**src/rtl/branch_sequencer_pkg.sv**
```systemverilog
// Shared definitions for the branch sequencer: condition codes, IR field positions, FSM states.
package branch_pkg;

  localparam logic [1:0] COND_EQZ = 2'b00;
  localparam logic [1:0] COND_NEZ = 2'b01;
  localparam logic [1:0] COND_GEZ = 2'b10;
  localparam logic [1:0] COND_LTZ = 2'b11;

  localparam int RA_MSB   = 26;
  localparam int RA_LSB   = 23;
  localparam int COND_MSB = 20;
  localparam int COND_LSB = 19;
  localparam int C_MSB    = 18;
  localparam int C_LSB    = 0;

  typedef enum logic [2:0] {
    ST_IDLE,
    ST_DRIVE,
    ST_STROBE,
    ST_EVAL,
    ST_DONE
  } state_t;

  // Flag the CON flip-flop should latch for a given condition and bus value.
  function automatic logic cond_flag(input logic [1:0] cond, input logic [31:0] value);
    logic result;
    result = 1'b0;
    case (cond)
      COND_EQZ: result = (value == 32'h0);
      COND_NEZ: result = (value != 32'h0);
      COND_GEZ: result = ~value[31];
      COND_LTZ: result = value[31];
      default:  result = 1'b0;
    endcase
    return result;
  endfunction

endpackage

```
**src/rtl/branch_sequencer_if.sv**
```systemverilog
// Control-unit <-> branch sequencer signal bundle; out_mismatch exists only with BRANCH_CHECK_EN.
interface branch_sequencer_if;

  logic        in_start;
  logic [31:0] in_ir;
  logic        in_pc_inc;
  logic        in_branch;
  logic [31:0] in_bus;
  logic [3:0]  out_ra_sel;
  logic        out_ra_out;
  logic [1:0]  out_condition;
  logic        out_con_in;
  logic [31:0] out_pc;
  logic        out_busy;
  logic        out_done;
  logic        out_taken;
`ifdef BRANCH_CHECK_EN
  logic        out_mismatch;
`endif

  modport master (
    output in_start, in_ir, in_pc_inc, in_branch, in_bus,
    input  out_ra_sel, out_ra_out, out_condition, out_con_in,
    input  out_pc, out_busy, out_done, out_taken
`ifdef BRANCH_CHECK_EN
    , input out_mismatch
`endif
  );

  modport slave (
    input  in_start, in_ir, in_pc_inc, in_branch, in_bus,
    output out_ra_sel, out_ra_out, out_condition, out_con_in,
    output out_pc, out_busy, out_done, out_taken
`ifdef BRANCH_CHECK_EN
    , output out_mismatch
`endif
  );

endinterface

```
**src/rtl/branch_sequencer_adder.sv**
```systemverilog
// branch_target_adder: pc + sign-extended branch displacement, wrapping modulo 2^32.
module branch_target_adder #(
  parameter int OFFSET_W = 19
) (
  input  logic [31:0]         i_pc,
  input  logic [OFFSET_W-1:0] i_offset,
  output logic [31:0]         o_target
);

  logic [31:0] w_offset_ext;

  assign w_offset_ext = {{(32-OFFSET_W){i_offset[OFFSET_W-1]}}, i_offset};
  assign o_target     = i_pc + w_offset_ext;

endmodule

```
**src/rtl/branch_sequencer.sv**
```systemverilog
// branch_sequencer: drives Ra, strobes CON, samples the branch flag and updates the PC.
// Define BRANCH_CHECK_EN to cross-check in_branch against the bus and report out_mismatch.
module branch_sequencer
  import branch_pkg::*;
#(
  parameter logic [31:0] RESET_PC = 32'h0000_0000,
  parameter int          OFFSET_W = 19
) (
  input logic               clk,
  input logic               clr,
  branch_sequencer_if.slave seq
);

  state_t                r_state;
  state_t                w_next;
  logic                  w_accept;

  logic [3:0]            r_ra;
  logic [1:0]            r_cond;
  logic [OFFSET_W-1:0]   r_c;
  logic [31:0]           r_pc;
  logic [31:0]           w_target;

  logic [3:0]            r_ra_sel;
  logic                  r_ra_out;
  logic [1:0]            r_condition;
  logic                  r_con_in;
  logic                  r_busy;
  logic                  r_done;
  logic                  r_taken;

  logic [3:0]            w_ra_sel;
  logic                  w_ra_out;
  logic [1:0]            w_condition;
  logic                  w_con_in;
  logic                  w_busy;
  logic                  w_done;

  assign w_accept = (r_state == ST_IDLE) && seq.in_start;

  always_ff @(posedge clk or posedge clr) begin
    if (clr) r_state <= ST_IDLE;
    else     r_state <= w_next;
  end

  always_comb begin
    w_next = r_state;
    case (r_state)
      ST_IDLE:   if (seq.in_start) w_next = ST_DRIVE;
      ST_DRIVE:  w_next = ST_STROBE;
      ST_STROBE: w_next = ST_EVAL;
      ST_EVAL:   w_next = ST_DONE;
      ST_DONE:   w_next = ST_IDLE;
      default:   w_next = ST_IDLE;
    endcase
  end

  // Outputs are decoded from the next state and registered, so they line up with r_state.
  always_comb begin
    w_ra_out    = (w_next == ST_DRIVE) || (w_next == ST_STROBE);
    w_con_in    = (w_next == ST_STROBE);
    w_busy      = (w_next != ST_IDLE);
    w_done      = (w_next == ST_DONE);
    w_ra_sel    = 4'h0;
    w_condition = 2'b00;
    if (w_busy) begin
      w_ra_sel    = w_accept ? seq.in_ir[RA_MSB:RA_LSB]     : r_ra;
      w_condition = w_accept ? seq.in_ir[COND_MSB:COND_LSB] : r_cond;
    end
  end

  always_ff @(posedge clk or posedge clr) begin
    if (clr) begin
      r_ra_sel    <= 4'h0;
      r_ra_out    <= 1'b0;
      r_condition <= 2'b00;
      r_con_in    <= 1'b0;
      r_busy      <= 1'b0;
      r_done      <= 1'b0;
    end else begin
      r_ra_sel    <= w_ra_sel;
      r_ra_out    <= w_ra_out;
      r_condition <= w_condition;
      r_con_in    <= w_con_in;
      r_busy      <= w_busy;
      r_done      <= w_done;
    end
  end

  always_ff @(posedge clk or posedge clr) begin
    if (clr) begin
      r_ra   <= 4'h0;
      r_cond <= 2'b00;
      r_c    <= '0;
    end else if (w_accept) begin
      r_ra   <= seq.in_ir[RA_MSB:RA_LSB];
      r_cond <= seq.in_ir[COND_MSB:COND_LSB];
      r_c    <= seq.in_ir[C_LSB +: OFFSET_W];
    end
  end

  branch_target_adder #(
    .OFFSET_W (OFFSET_W)
  ) u_target_adder (
    .i_pc     (r_pc),
    .i_offset (r_c),
    .o_target (w_target)
  );

  // An increment accepted alongside start lands before EVAL, so the branch adds to pc+1.
  always_ff @(posedge clk or posedge clr) begin
    if (clr) begin
      r_pc    <= RESET_PC;
      r_taken <= 1'b0;
    end else if (r_state == ST_IDLE) begin
      if (seq.in_pc_inc) r_pc <= r_pc + 32'd1;
    end else if (r_state == ST_EVAL) begin
      r_taken <= seq.in_branch;
      if (seq.in_branch) r_pc <= w_target;
    end
  end

`ifdef BRANCH_CHECK_EN
  logic r_expect;
  logic r_mismatch;

  // Bus is stable during STROBE; the expected flag is held for comparison in EVAL.
  always_ff @(posedge clk or posedge clr) begin
    if (clr) begin
      r_expect   <= 1'b0;
      r_mismatch <= 1'b0;
    end else begin
      if (r_state == ST_STROBE) r_expect <= cond_flag(r_cond, seq.in_bus);
      r_mismatch <= (r_state == ST_EVAL) && (r_expect != seq.in_branch);
    end
  end

  assign seq.out_mismatch = r_mismatch;
`endif

  assign seq.out_ra_sel    = r_ra_sel;
  assign seq.out_ra_out    = r_ra_out;
  assign seq.out_condition = r_condition;
  assign seq.out_con_in    = r_con_in;
  assign seq.out_pc        = r_pc;
  assign seq.out_busy      = r_busy;
  assign seq.out_done      = r_done;
  assign seq.out_taken     = r_taken;

endmodule
```
**src/flat_wrapper.sv**
```systemverilog
// flat-port wrapper written by rule: the top's interface ports become plain ports
module branch_sequencer_flat import branch_pkg::*;
#(
  parameter logic [31:0] RESET_PC = 32'h0000_0000,
  parameter int          OFFSET_W = 19
)
  (clk, clr, seq_in_start, seq_in_ir, seq_in_pc_inc, seq_in_branch, seq_in_bus, seq_out_ra_sel, seq_out_ra_out, seq_out_condition, seq_out_con_in, seq_out_pc, seq_out_busy, seq_out_done, seq_out_taken);
  branch_sequencer_if seq_i ();
  input logic clk;
  input logic clr;
  input wire logic [$bits(seq_i.in_start)-1:0] seq_in_start;
  input wire logic [$bits(seq_i.in_ir)-1:0] seq_in_ir;
  input wire logic [$bits(seq_i.in_pc_inc)-1:0] seq_in_pc_inc;
  input wire logic [$bits(seq_i.in_branch)-1:0] seq_in_branch;
  input wire logic [$bits(seq_i.in_bus)-1:0] seq_in_bus;
  output wire logic [$bits(seq_i.out_ra_sel)-1:0] seq_out_ra_sel;
  output wire logic [$bits(seq_i.out_ra_out)-1:0] seq_out_ra_out;
  output wire logic [$bits(seq_i.out_condition)-1:0] seq_out_condition;
  output wire logic [$bits(seq_i.out_con_in)-1:0] seq_out_con_in;
  output wire logic [$bits(seq_i.out_pc)-1:0] seq_out_pc;
  output wire logic [$bits(seq_i.out_busy)-1:0] seq_out_busy;
  output wire logic [$bits(seq_i.out_done)-1:0] seq_out_done;
  output wire logic [$bits(seq_i.out_taken)-1:0] seq_out_taken;
  assign seq_i.in_start = seq_in_start;
  assign seq_i.in_ir = seq_in_ir;
  assign seq_i.in_pc_inc = seq_in_pc_inc;
  assign seq_i.in_branch = seq_in_branch;
  assign seq_i.in_bus = seq_in_bus;
  assign seq_out_ra_sel = seq_i.out_ra_sel;
  assign seq_out_ra_out = seq_i.out_ra_out;
  assign seq_out_condition = seq_i.out_condition;
  assign seq_out_con_in = seq_i.out_con_in;
  assign seq_out_pc = seq_i.out_pc;
  assign seq_out_busy = seq_i.out_busy;
  assign seq_out_done = seq_i.out_done;
  assign seq_out_taken = seq_i.out_taken;
  branch_sequencer #(.RESET_PC(RESET_PC), .OFFSET_W(OFFSET_W)) u_core (.clk(clk), .clr(clr), .seq(seq_i));
endmodule
```
**config.mk**
```make
export PLATFORM = sky130hd
export DESIGN_NAME = branch_sequencer_flat
export DESIGN_NICKNAME = d
export VERILOG_FILES = /design/src/rtl/branch_sequencer_pkg.sv /design/src/rtl/branch_sequencer_if.sv /design/src/rtl/branch_sequencer_adder.sv /design/src/rtl/branch_sequencer.sv /design/src/flat_wrapper.sv
export SDC_FILE = /design/constraint.sdc
export NUM_CORES = 1
export LEC_CHECK = 0
export ABC_CLOCK_PERIOD_IN_PS = 6700
export CORE_UTILIZATION = 55
export DETAILED_ROUTE_END_ITERATION = 7
export DONT_BUFFER_PORTS = 1
export GPL_ROUTABILITY_DRIVEN = 0
export PLACE_DENSITY = 0.7
export SETUP_SLACK_MARGIN = 0.3
export SLEW_MARGIN = 20
export SYNTH_ARGS = -nofsm -noshare
export SYNTH_HDL_FRONTEND = slang
export SYNTH_SLANG_ARGS = --single-unit
```
**constraint.sdc**
```tcl
create_clock -name clk -period 6.7 [get_ports clk]
set_input_delay 1.005 -clock clk [delete_from_list [all_inputs] [get_ports clk]]
set_output_delay 1.005 -clock clk [all_outputs]
set_load 0.02 [all_outputs]
```
### Yosys cells after proc, flatten, opt, wreduce, memory -nomap -nowiden

Index checks and enable logic that the tools add are counted.
W data, S select, Z words.

| word-level totals | value |
|---|---|
| flip-flop bits (word level) | 71 |
| bits of input ports | 69 |
| output and inout bits | 43 |
| word-level logic and storage cells | 40 |

| operators by class | value |
|---|---|
| muxes and demuxes | 10 |
| reductions and logical operators | 8 |
| bitwise operators | 1 |
| equal/unequal tests | 7 |
| add/subtract/negate cells | 2 |

Operators with widths:

| kind | number |
|---|---|
| $mux W32 | 4 |
| $add A32 B1 Y32 const B | 1 |
| $add A32 B32 Y32 | 1 |
| $pmux W3 S4 | 1 |
| $eq A3 B2 Y1 const B | 3 |
| $mux W4 | 2 |
| $eq A3 B1 Y1 const B | 2 |
| $mux W2 | 2 |
| $reduce_bool A2 Y1 | 2 |
| $eq A3 B3 Y1 const B | 1 |
| $logic_not A3 Y1 | 1 |
| $mux W3 | 1 |
| $reduce_and A3 Y1 | 1 |
| $reduce_bool A3 Y1 | 1 |
| $ne A2 B2 Y1 const B | 1 |
| $reduce_and A2 Y1 | 1 |
| $logic_and A1 B1 Y1 | 1 |
| $logic_or A1 B1 Y1 | 1 |
| $not A1 Y1 | 1 |

### Longest topological paths before layout

Gate-level depths: netlist of the first run.

| depth | value |
|---|---|
| depth in word-level cells | 4 |
| gate-level depth with buffers | 15 |
| mapped depth without buffers | 12 |

### Cells and area by module

Synthesis of the first run repeated with hierarchy kept, for this count alone.

| second synthesis, totals | value |
|---|---|
| cell total of the unflattened synthesis | 594 |
| area, all modules | 5305.1 sq um |

Modules (own cells, without submodules):

| module | instances | area an instance (sq um) | cells each | sequential area each (sq um) |
|---|---|---|---|---|
| branch_sequencer | 1 | 3560.9 | 353 | 1776.7 |
| branch_target_adder | 1 | 1744.2 | 241 | 0.0 |

### Worst setup path after synthesis of the first run

Ideal clock, no wire load.

| timing path | value |
|---|---|
| kind | register to register |
| start | register u_core.r_state[1] |
| end | register u_core.r_pc[28], in the netlist u_core.seq.out_pc[28] |
| path slack | 3199 ps |
| buffers on the path | 3 |
| arrival time | 3421 ps |
| stages on the path, launching flop included | 16 |
| clock period less this slack | 3501 ps |
| data required time | 6620 ps |
| library setup time | 80 ps |
| cell sequence | dfrtp_1 > buf_2 > nor3_2 > clkbuf_1 > clkbuf_1 > or2_2 > ha_1 > fa_1 > a21oi_2 > o211ai_2 > a41oi_2 > a21oi_4 > o31ai_2 > nand3_1 > o32ai_2 > xor2_1 |

| on the way | value |
|---|---|
| longest elaborated chain between the ends | 3 |
| elaborated cells on any way between the ends | 7 |
| those cells by class | 2 x eq/ne; 1 x mux; 4 x reduce/logical |

Ends and longest elaborated chain:

| element | RTL line | RTL |
|---|---|---|
| start, declared | branch_sequencer.sv:14 | `state_t r_state;` |
| start signal, assigned | branch_sequencer.sv:43 | `else r_state <= w_next;` |
| $eq A3 B2 Y1 / $logic_not A3 Y1 (equally long branches) | branch_sequencer.sv:117, branch_sequencer.sv:115 |  |
| $reduce_bool A2 Y1 (no source line) / $ne A2 B2 Y1 (equally long branches) | n/a |  |
| $reduce_and A3 Y1 (no source line) | n/a |  |
| end signal, assigned | branch_sequencer.sv:116 | `if (seq.in_pc_inc) r_pc <= r_pc + 32'd1;` |
| end signal, assigned | branch_sequencer.sv:119 | `if (seq.in_branch) r_pc <= w_target;` |
| end, declared | branch_sequencer.sv:21 | `logic [31:0] r_pc;` |

Several ways; a longest one is shown, not always the timed one.
A chain may end at the register's enable or synchronous reset.

### Final worst setup path of the first run

Same ends and word-level chain as after synthesis.

==> metrics.txt, run 1 <==
status=complete, no violations; dpl cells=520; worst min-delay path category=reg2reg; TritonCTS clock tree=yes; Die Y-Extent=90.5 um; Mapped Area=4310 um2; IO Pins=112; NumNets Final=520; Sink Count=71; Synth top area share=0.412; Final min period=3.79 ns; CP delay by family, top=compound AO/OA/AOI/OAI gates; Final Hold Viols=0; Final WS setup=2.91 ns; Synthesis Warnings=0; vias post-DR=3262; fin cells=536; Setup crit end kind=register; top post-synthesis cells by area=dfrtp_1, ha_1, mux2_2; layout cells sized above 1=0.167; Clock Tree Root=clkbuf_8; drt pass-1 iters=4; num rows=31; dpl ws=2.94 ns; PostCTS Resize Cnt=0; Detailed Place HPWL=6380 um; first-pass GRT wire length=15500 um; final critical-path share of the clock period=0.566; Final Max Tran Viols=0; Final ANT Viol Nets=0; CP arrival=4.08 ns; Synth async-reset ratio=1.00; drt drc=0; CP cell instances=nor3_2 > buf_4 > or2_2 > ha_1 > fa_1 > a21oi_2 > o211ai_2 > a41oi_2 > a21oi_4 > o31ai_2 > nand3_1 > o32ai_2 > xor2_1; Clock Tree Buf Depth=2; layout overhead on the synthesized area=5.84%; initial antenna violation count=0; Worst-Skew Late Latency=0.36 ns; initial DRC count=133; CTS Hold Bufs=0; Die X=90.5 um; Routed WL=8960 um; DIE AREA=8190 um2; post-synthesis sequential area ratio=0.412; CP bufs+invs=1; TNS Setup=0 ns; Starting Density=0.581; DR WL/cell=16.7 um; htree depth=3; Vias/cell=6.09; post-CTS setup buffer count=0; Synth Instances=437; largest net degree at the start of global routing=72; Port Buffers=0; clock skew=0.0121 ns; CP Launch Type=register; vias in the first global route=3256; Setup violations, final=0; Top FF cell, synth=dfrtp_1; total track usage=0.236; Worst Path Required=6.98 ns; Synth Net Count=525; critical path class=reg2reg; RSZ-0062 raised after global routing=false; MaxCap Viol Count=0; area of the core=7410 um2; fmax=264 MHz; crit path max-delay cell type=dfrtp_1; Worst-path clk slew=0.10 ns; delay of the slowest critical-path stage=0.54 ns; Synth cell types=69; worst-path fanout max=17; diode count=0; Worst slew margin=0.410; total CTS buffers=9; number of synthesized flops with an enable pin=0; flops & latches, synth=71; area leader, netlist=dfrtp_1; Post-Syn Area per Cell=9.86 um2; Worst-Margin Slew=0.885 ns; global route overflow=0
## registers in the layout, summed over array words and instances (netlist names)
signal,cells
u_core.r_c,19
u_core.r_cond,2
u_core.r_ra,4
u_core.r_state,3
u_core.seq.out_busy,1
u_core.seq.out_con_in,1
u_core.seq.out_condition,2
u_core.seq.out_done,1
u_core.seq.out_pc,32
u_core.seq.out_ra_out,1
u_core.seq.out_ra_sel,4
u_core.seq.out_taken,1
## cells in the mapped netlist (2+ instances only)
| cell type | n |
|---|---|
| nor2_1 | 28 |
| a21oi_1 | 34 |
| or2_2 | 4 |
| o21ai_1 | 12 |
| o21bai_1 | 5 |
| dfrtp_1 | 71 |
| o31ai_1 | 4 |
| xnor2_1 | 15 |
| and3_1 | 5 |
| or3_1 | 3 |
| buf_4 | 2 |
| clkbuf_1 | 7 |
| nand3_1 | 17 |
| ha_1 | 18 |
| o21ai_0 | 7 |
| or4_1 | 2 |
| nor3_2 | 3 |
| a31oi_1 | 6 |
| o21ai_2 | 2 |
| nor4b_1 | 3 |
| nand2_1 | 43 |
| mux2_2 | 20 |
| o211ai_2 | 2 |
| and2_1 | 7 |
| o32ai_1 | 2 |
| nor2b_1 | 18 |
| xor2_1 | 12 |
| and3b_1 | 2 |
| a211oi_1 | 5 |
| buf_2 | 10 |
| nor4_1 | 5 |
| a21oi_2 | 3 |
| buf_1 | 2 |
| mux2_1 | 6 |
| inv_1 | 9 |
| a21o_1 | 4 |
| a211oi_2 | 2 |
| nor3_1 | 6 |
## through the flow
step	util	hold WS (ns)	cell area, um2
3_5_place_dp	0.589	0.467	4370
3_3_place_gp	0.589	0.457	4370
5_1_grt	0.615	0.504	4560
6_report	0.615	0.484	4560
2_1_floorplan	-	0.447	4310
4_1_cts	0.615	0.489	4560
## worst reg2reg max path: cells and delay by family (launching register included)
kind / cells / cell delay [ns]
buffers and inverters: 1 / 0.22
flip-flops: 1 / 0.54
AND/OR/NAND/NOR: 3 / 0.63
XOR/XNOR: 1 / 0.16
AO/OA/AOI/OAI: 6 / 1.50
adder cells (fa/ha/maj): 2 / 0.68
## area by class of cell
cell class                 instances  area, um2
timing repair buffer               6       45.0
sequential                        71       1780
fill                             615       2850
clock inverter                     7       68.8
inverter                           9       33.8
multi-input combinational        335       2390
clock buffer                       9        124
tap                               99        124
## layout by cell type, fill, tap and decap left out, types with 4 or more instances in the layout
| cell | netlist | routed |
|---|---|---|
| dfrtp_1 | 71 | 71 |
| xnor2_1 | 15 | 15 |
| a211oi_1 | 5 | 5 |
| a21oi_1 | 34 | 34 |
| o21bai_1 | 5 | 5 |
| ha_1 | 18 | 18 |
| mux2_1 | 6 | 6 |
| xor2_1 | 12 | 12 |
| a31oi_1 | 6 | 6 |
| o21ai_0 | 7 | 7 |
| nor2_1 | 28 | 28 |
| a21o_1 | 4 | 4 |
| nor3_1 | 6 | 6 |
| buf_4 | 2 | 6 |
| nor4_1 | 5 | 5 |
| nor2b_1 | 18 | 18 |
| o31ai_1 | 4 | 4 |
| and2_1 | 7 | 7 |
| clkbuf_8 | 0 | 9 |
| nand2_1 | 43 | 43 |
| and3_1 | 5 | 5 |
| inv_1 | 9 | 8 |
| mux2_2 | 20 | 20 |
| or2_2 | 4 | 4 |
| o21ai_1 | 12 | 12 |
| nand3_1 | 17 | 17 |
## cell families after synthesis
kind of cell	after synthesis	share of synthesized area
adder cells (fa/ha/maj)	20	0.0595
AND/OR/NAND/NOR	158	0.198
XOR/XNOR	27	0.0549
flip-flops	71	0.412
multiplexers	27	0.0703
buffers and inverters	31	0.0334
AO/OA/AOI/OAI	103	0.172
## path summary, 6_finish.rpt
check                                                  from                                end  slack [ns]  depth (start not counted)
worst max-delay path            u_core.r_state[1]$_DFF_PP0_  u_core.seq.out_pc[28]$_DFFE_PP0P_        2.91                         13
worst min-delay path               u_core.r_ra[3]$_DFF_PP0_           u_core.r_ra[3]$_DFF_PP0_        0.48                          1
worst max register to register  u_core.r_state[1]$_DFF_PP0_  u_core.seq.out_pc[28]$_DFFE_PP0P_        2.91                         13
worst min register to register     u_core.r_ra[3]$_DFF_PP0_           u_core.r_ra[3]$_DFF_PP0_        0.48                          1
max in group asynchronous                               clr  u_core.seq.out_pc[13]$_DFFE_PP0P_        5.34                          2
min in group asynchronous                               clr           u_core.r_ra[2]$_DFF_PP0_        0.78                          2
## metal layers
layer / part of all wire / up-vias / global-route usage
met3: 0.049 / 14 / 0.0522
li1: - / 1554 / -
met1: 0.45 / 1607 / 0.298
met5: 0 / - / 0
met4: 0.016 / 0 / 0.0981
met2: 0.49 / 87 / 0.391
Power of run 1 is not shown: default switching activity piles up to over one toggle a cycle in this logic, so the estimate is an artifact.
==> inputs of run 2 (changes only) <==
Settings changed: ABC_CLOCK_PERIOD_IN_PS 6700 to 3150, PLACE_DENSITY 0.7 to 0.73.
Clock period 6.7 ns to 3.15 ns, I/O delays scaled along.
==> run 2 against run 1 <==
  * Utilization up 12 points
  * Register-to-register slack got worse by 2.8 ns
  * Cell count grew 9.3%
  * Largest cell class unchanged
  * First-iteration DRC count grew 44%
  * Sequential share of layout area shrank 6.1 points
  * Clock skew down 0.0015 ns
  * Hold slack worse by 0.42 ns
  * Wire length grew 21%
  * Maximum frequency up 24%
  * Highest routed layer unchanged
  * Clock-buffer cell count did not move
  * Non-clock buffer count grew 50
  * Critical path depth is the same
==> metrics.txt, run 2 (synthesized netlist as in run 1, its figures left out) <==
crit path max-delay cell type=dfrtp_2; status=complete, no violations; TNS Setup=0 ns (unchanged); total CTS buffers=9 (unchanged); Core Util, Final=0.730 (+0.115); CP bufs+invs=2 (+1); final critical-path share of the clock period=0.974 (+0.408); CP cell instances=nor3_4 > buf_6 > buf_6 > nor2b_1 > ha_1 > a21oi_1 > o21ai_1 > a21oi_2 > a21oi_4 > nor3_2 > or3_1 > a21oi_2 > xor2_1; Critical R2R Launch=u_core.r_state[2]$_DFF_PP0_; Die Y-Extent=90.5 um (unchanged); IO Pins=112 (unchanged); CP Launch Type=register; Critical path origin=u_core.r_state[2]$_DFF_PP0_; area of the core=7410 um2 (unchanged); Worst-Margin Slew=0.757 ns (-0.128 ns); Sink Count=71 (unchanged); vias in the first global route=3440 (+5.7%); critical path class=reg2reg; area occupied by multi-input gates=2830 um2 (+18%); global route overflow=0 (unchanged); largest net degree at the start of global routing=43 (-40%); total track usage=0.251 (+0.0152); DR WL/cell=18.5 um (+11%); CP delay by family, top=compound AO/OA/AOI/OAI gates; clock skew=0.0105 ns (-0.00154 ns); Final ANT Viol Nets=0 (unchanged); delay of the slowest critical-path stage=0.44 ns (-0.10 ns); drt drc=0 (unchanged); worst-path fanout max=9 (-8); worst min-delay path category=in2async; drt pass-1 iters=5 (+1); vias post-DR=3561 (+9.2%); Die X=90.5 um (unchanged); Clock Tree Buf Depth=2 (unchanged); Routed WL=10800 um (+21%); layout cells sized above 1=0.372 (+0.205); Port Buffers=0 (unchanged); DIE AREA=8190 um2 (unchanged); initial antenna violation count=0 (unchanged); Final min period=3.07 ns (-0.727 ns); Worst slew margin=0.495 (+0.0851); diode count=0 (unchanged); FF+latch area=1780 um2 (about the same); Starting Density=0.581 (unchanged); Worst-path clk slew=0.09 ns (about the same); num rows=31 (unchanged); htree depth=3 (unchanged); Setup violations, final=0 (unchanged); Setup crit end kind=register; Worst-Skew Late Latency=0.36 ns (about the same); Vias/cell=6.08 (-0.15%); RSZ-0062 raised after global routing=true; most frequent cells in the layout=dfrtp_1, buf_4, nand2_1; max FFs per register=32 (unchanged); commonest non-fill, non-tap cell in the layout=dfrtp_1; Worst Path Required=3.42 ns (-3.56 ns); Final Max Tran Viols=0 (unchanged); TritonCTS clock tree=yes; NumNets Final=570 (+9.6%); layout overhead on the synthesized area=25.6%; Final Hold Viols=0 (unchanged); fmax=326 MHz (+24%); MaxCap Viol Count=0 (unchanged); first-pass GRT wire length=16600 um (+7.1%); Detailed Place HPWL=6620 um (+3.7%); fill count=488 (-21%); flop-to-flop setup slack=0.08 ns (-2.82 ns); CP arrival=3.34 ns (-0.74 ns); initial DRC count=192 (+44%); Clock Tree Root=clkbuf_8
[run 2: cell count changes in the layout (fill, tap and decap cells not counted), sizes merged]
cell	before	now
inv	15	13
clkinvlp	0	3
buf	6	56
clkinv	1	0
[run 2: path summary, 6_finish.rpt]
path | to | cells after the start
setup / recovery | u_core.seq.out_pc[20]$_DFFE_PP0P_ | 13
hold / removal | u_core.r_ra[1]$_DFF_PP0_ | 1
setup reg to reg | u_core.seq.out_pc[20]$_DFFE_PP0P_ | 13
hold reg to reg | u_core.r_ra[0]$_DFF_PP0_ | 1
max in group asynchronous | u_core.seq.out_pc[6]$_DFFE_PP0P_ | 2
min in group clk | u_core.r_c[14]$_DFFE_PP0P_ | 1
[run 2: cell type report]
class	count	area share
well taps	99	0.0229
inverters	9	0.00624
clock buffers	9	0.0229
multi-input cells	335	0.522
repair buffers	56	0.0855
flip-flops and latches	71	0.329
clock inverters	7	0.0116
[run 2: repair_timing]
action	4_1_cts	5_1_grt
resized for setup	31	50
hold buffers	0	0
endpoints found under the setup margin	16	21
pin swaps	25	15
buffers inserted	23	16
gates cloned	0	0
endpoints found under the hold margin	0	0
[run 2: stage by stage]
stage               std cells  worst slack, ns  hold slack (ns)  cell area (um2)
floorplan                 437            0.113            0.447             4390
global placement          531           0.0364            0.456             4510
detailed placement        531          -0.0483            0.475             4510
CTS                       570           0.0955           0.0868             5020
global route              586          -0.0404            0.108             5410
finish                    586           0.0817           0.0656             5410
[run 2: worst reg2reg max path, cell delays in order (launching register included)]
cell,delay (ns)
dfrtp_2,0.44
nor3_4,0.18
buf_6,0.15
buf_6,0.14
nor2b_1,0.05
ha_1,0.41
a21oi_1,0.17
o21ai_1,0.28
a21oi_2,0.12
a21oi_4,0.23
nor3_2,0.09
or3_1,0.37
a21oi_2,0.15
xor2_1,0.18
[run 2: metal layers]
layer	routed length, um	part of all wire	up-vias	GRT usage
met5	0	0	-	0
met4	170	0.016	0	0.0820
met3	726	0.067	22	0.0724
met2	5390	0.50	145	0.420
met1	4540	0.42	1732	0.312
li1	-	-	1662	-
Power of run 2 is left out for the same reason.
==> inputs of run 3 (changes only) <==
Settings changed: ABC_CLOCK_PERIOD_IN_PS 3150 to 3020, CORE_ASPECT_RATIO set to 0.7, CTS_BUF_LIST set to sky130_fd_sc_hd__clkbuf_8, PLACE_DENSITY 0.73 to 0.7.
Clock period 3.15 ns to 3.02 ns, I/O delays scaled along.
==> run 3 against run 2 <==
  * The run now ends with setup timing left
  * Via count decreased by 1.2%
  * Setup slack got worse by 0.11 ns
  * Wire length decreased by 2.7%
  * Global-route usage increased by 1.4 points
  * Hold slack improved by 0.028 ns
  * Register-to-register slack got worse by 0.11 ns
  * Clock-buffer cell count unchanged
  * Critical endpoint is now u_core.seq.out_pc[18]$_DFFE_PP0P_
  * Largest cell class unchanged
==> metrics.txt, run 3 (synthesized netlist as in run 1, its figures left out) <==
status=complete, but fails checks; failing checks=setup timing; Die Y-Extent=76.0 um (-16%); Routed WL=10500 um (-2.7%); final critical-path share of the clock period=1.01 (+0.0368); htree depth=3 (unchanged); clock skew=0.0155 ns (+0.00494 ns); Clock Tree Buf Depth=2 (unchanged); TritonCTS clock tree=yes; CP cell instances=nor3_4 > buf_4 > buf_6 > nor2b_4 > fa_2 > a21oi_4 > o211ai_2 > a41oi_2 > a21oi_4 > o31ai_4 > buf_4 > xnor2_2 > nand2_1 > xnor2_1; Core Util, Final=0.718 (-0.0129); CP arrival=3.29 ns (-0.05 ns); largest net degree at the start of global routing=37 (-14%); most frequent cells in the layout=dfrtp_1, buf_4, nand2_1; Setup crit end kind=register; post-route cell area=5350 um2 (-1.2%); initial antenna violation count=0 (unchanged); Port Buffers=0 (unchanged); Clock Tree Root=clkbuf_8; MaxCap Viol Count=0 (unchanged); critical path class=reg2reg; total track usage=0.265 (+0.0136); DR WL/cell=18.1 um (-2.4%); Sink Count=71 (unchanged); crit path max-delay cell type=dfrtp_1; Setup violations, final=2 (+2); Worst-Margin Slew=0.791 ns (+0.0338 ns); Final WS setup=-0.0327 ns (-0.114 ns); commonest non-fill, non-tap cell in the layout=dfrtp_1; Worst-path clk slew=0.09 ns (about the same); TNS Setup=-0.0330 ns (-0.0330 ns); vias post-DR=3520 (-1.2%); Cell Area, Placed=4640 um2 (+2.8%); diode count=0 (unchanged); Final Hold Viols=0 (unchanged); delay of the slowest critical-path stage=0.41 ns (-0.03 ns); Final ANT Viol Nets=0 (unchanged); RSZ-0062 raised after global routing=true; area of the core=7450 um2 (+0.56%); fill count=546 (+12%); max FFs per register=32 (unchanged); global route overflow=0 (unchanged); drt pass-1 iters=4 (-1); initial DRC count=178 (-7.3%); Starting Density=0.578 (-0.00322); CTS Hold Bufs=0 (unchanged); DIE AREA=8200 um2 (about the same); IO Pins=112 (unchanged); layout overhead on the synthesized area=24.1%; NumNets Final=569 (-0.18%); num rows=26 (-16%); layout cells sized above 1=0.358 (-0.0136); CP Launch Type=register; Final min period=3.05 ns (-0.0156 ns); Final Max Tran Viols=0 (unchanged); Worst-Skew Late Latency=0.38 ns (+0.02 ns); Die X=108 um (+19%); fin cells=584 (-0.34%); drt drc=0 (unchanged); worst-path fanout max=4 (-5); Worst Path Required=3.25 ns (-0.17 ns); total CTS buffers=9 (unchanged); worst min-delay path category=in2async; Worst slew margin=0.472 (-0.0233); vias in the first global route=3400 (-1.2%); dpl cells=544 (+2.4%); fmax=328 MHz (+0.51%); first-pass GRT wire length=16800 um (+1.2%); Vias/cell=6.03 (-0.81%); Detailed Place HPWL=6900 um (+4.3%)
## run 3: path summary, 6_finish.rpt
path                                              from                                end  slack [ns]  cells past startpoint
min                                                clr  u_core.seq.out_pc[23]$_DFFE_PP0P_        0.09                      1
max reg2reg                u_core.r_state[1]$_DFF_PP0_  u_core.seq.out_pc[18]$_DFFE_PP0P_       -0.03                     14
max                        u_core.r_state[1]$_DFF_PP0_  u_core.seq.out_pc[18]$_DFFE_PP0P_       -0.03                     14
max in group asynchronous                          clr  u_core.seq.out_pc[15]$_DFFE_PP0P_        2.25                      2
min in group clk                         seq_in_branch   u_core.seq.out_taken$_DFFE_PP0P_        0.21                      1
min reg2reg                   u_core.r_ra[3]$_DFF_PP0_           u_core.r_ra[3]$_DFF_PP0_        0.48                      1
## run 3: timing repair
action                                  CTS  global route
endpoints found under the setup margin   18            24
pin swaps                                31            14
buffers inserted                         16             8
gates cloned                              0             0
resized for setup                        37            31
## run 3: metal layers
layer  share of wire  global-route usage
met1            0.45               0.356
met2            0.46               0.403
met3           0.081              0.0838
met5               0                   0
met4           0.012              0.0904
## run 3: layout make-up
class | count | area [um2] | share of cell area
tap | 98 | 123 | 0.0229
sequential | 71 | 1780 | 0.333
multi-input combinational | 335 | 2760 | 0.516
clock buffer | 9 | 124 | 0.0232
inverter | 9 | 33.8 | 0.00632
clock inverter | 7 | 62.6 | 0.0117
timing repair buffer | 55 | 467 | 0.0873
## run 3: worst max-delay path: cells and delay by family, from the launching register on
kind	cells	cell delay, ns
DFF	1	0.41
xor gates and xnor gates	2	0.24
buffers and inverters	3	0.46
AOI/OAI and AO/OA	5	0.98
and+or+nand+nor	3	0.43
adders and majority gates	1	0.39
## run 3: stage by stage
step,setup slack (ns),hold slack (ns)
after CTS,-0.00637,0.109
final,-0.0327,0.0940
after detailed placement,-0.0912,0.463
after global routing,-0.161,0.150
after global placement,-0.0217,0.455
after floorplan,-0.0175,0.447
Power of run 3 is left out for the same reason.
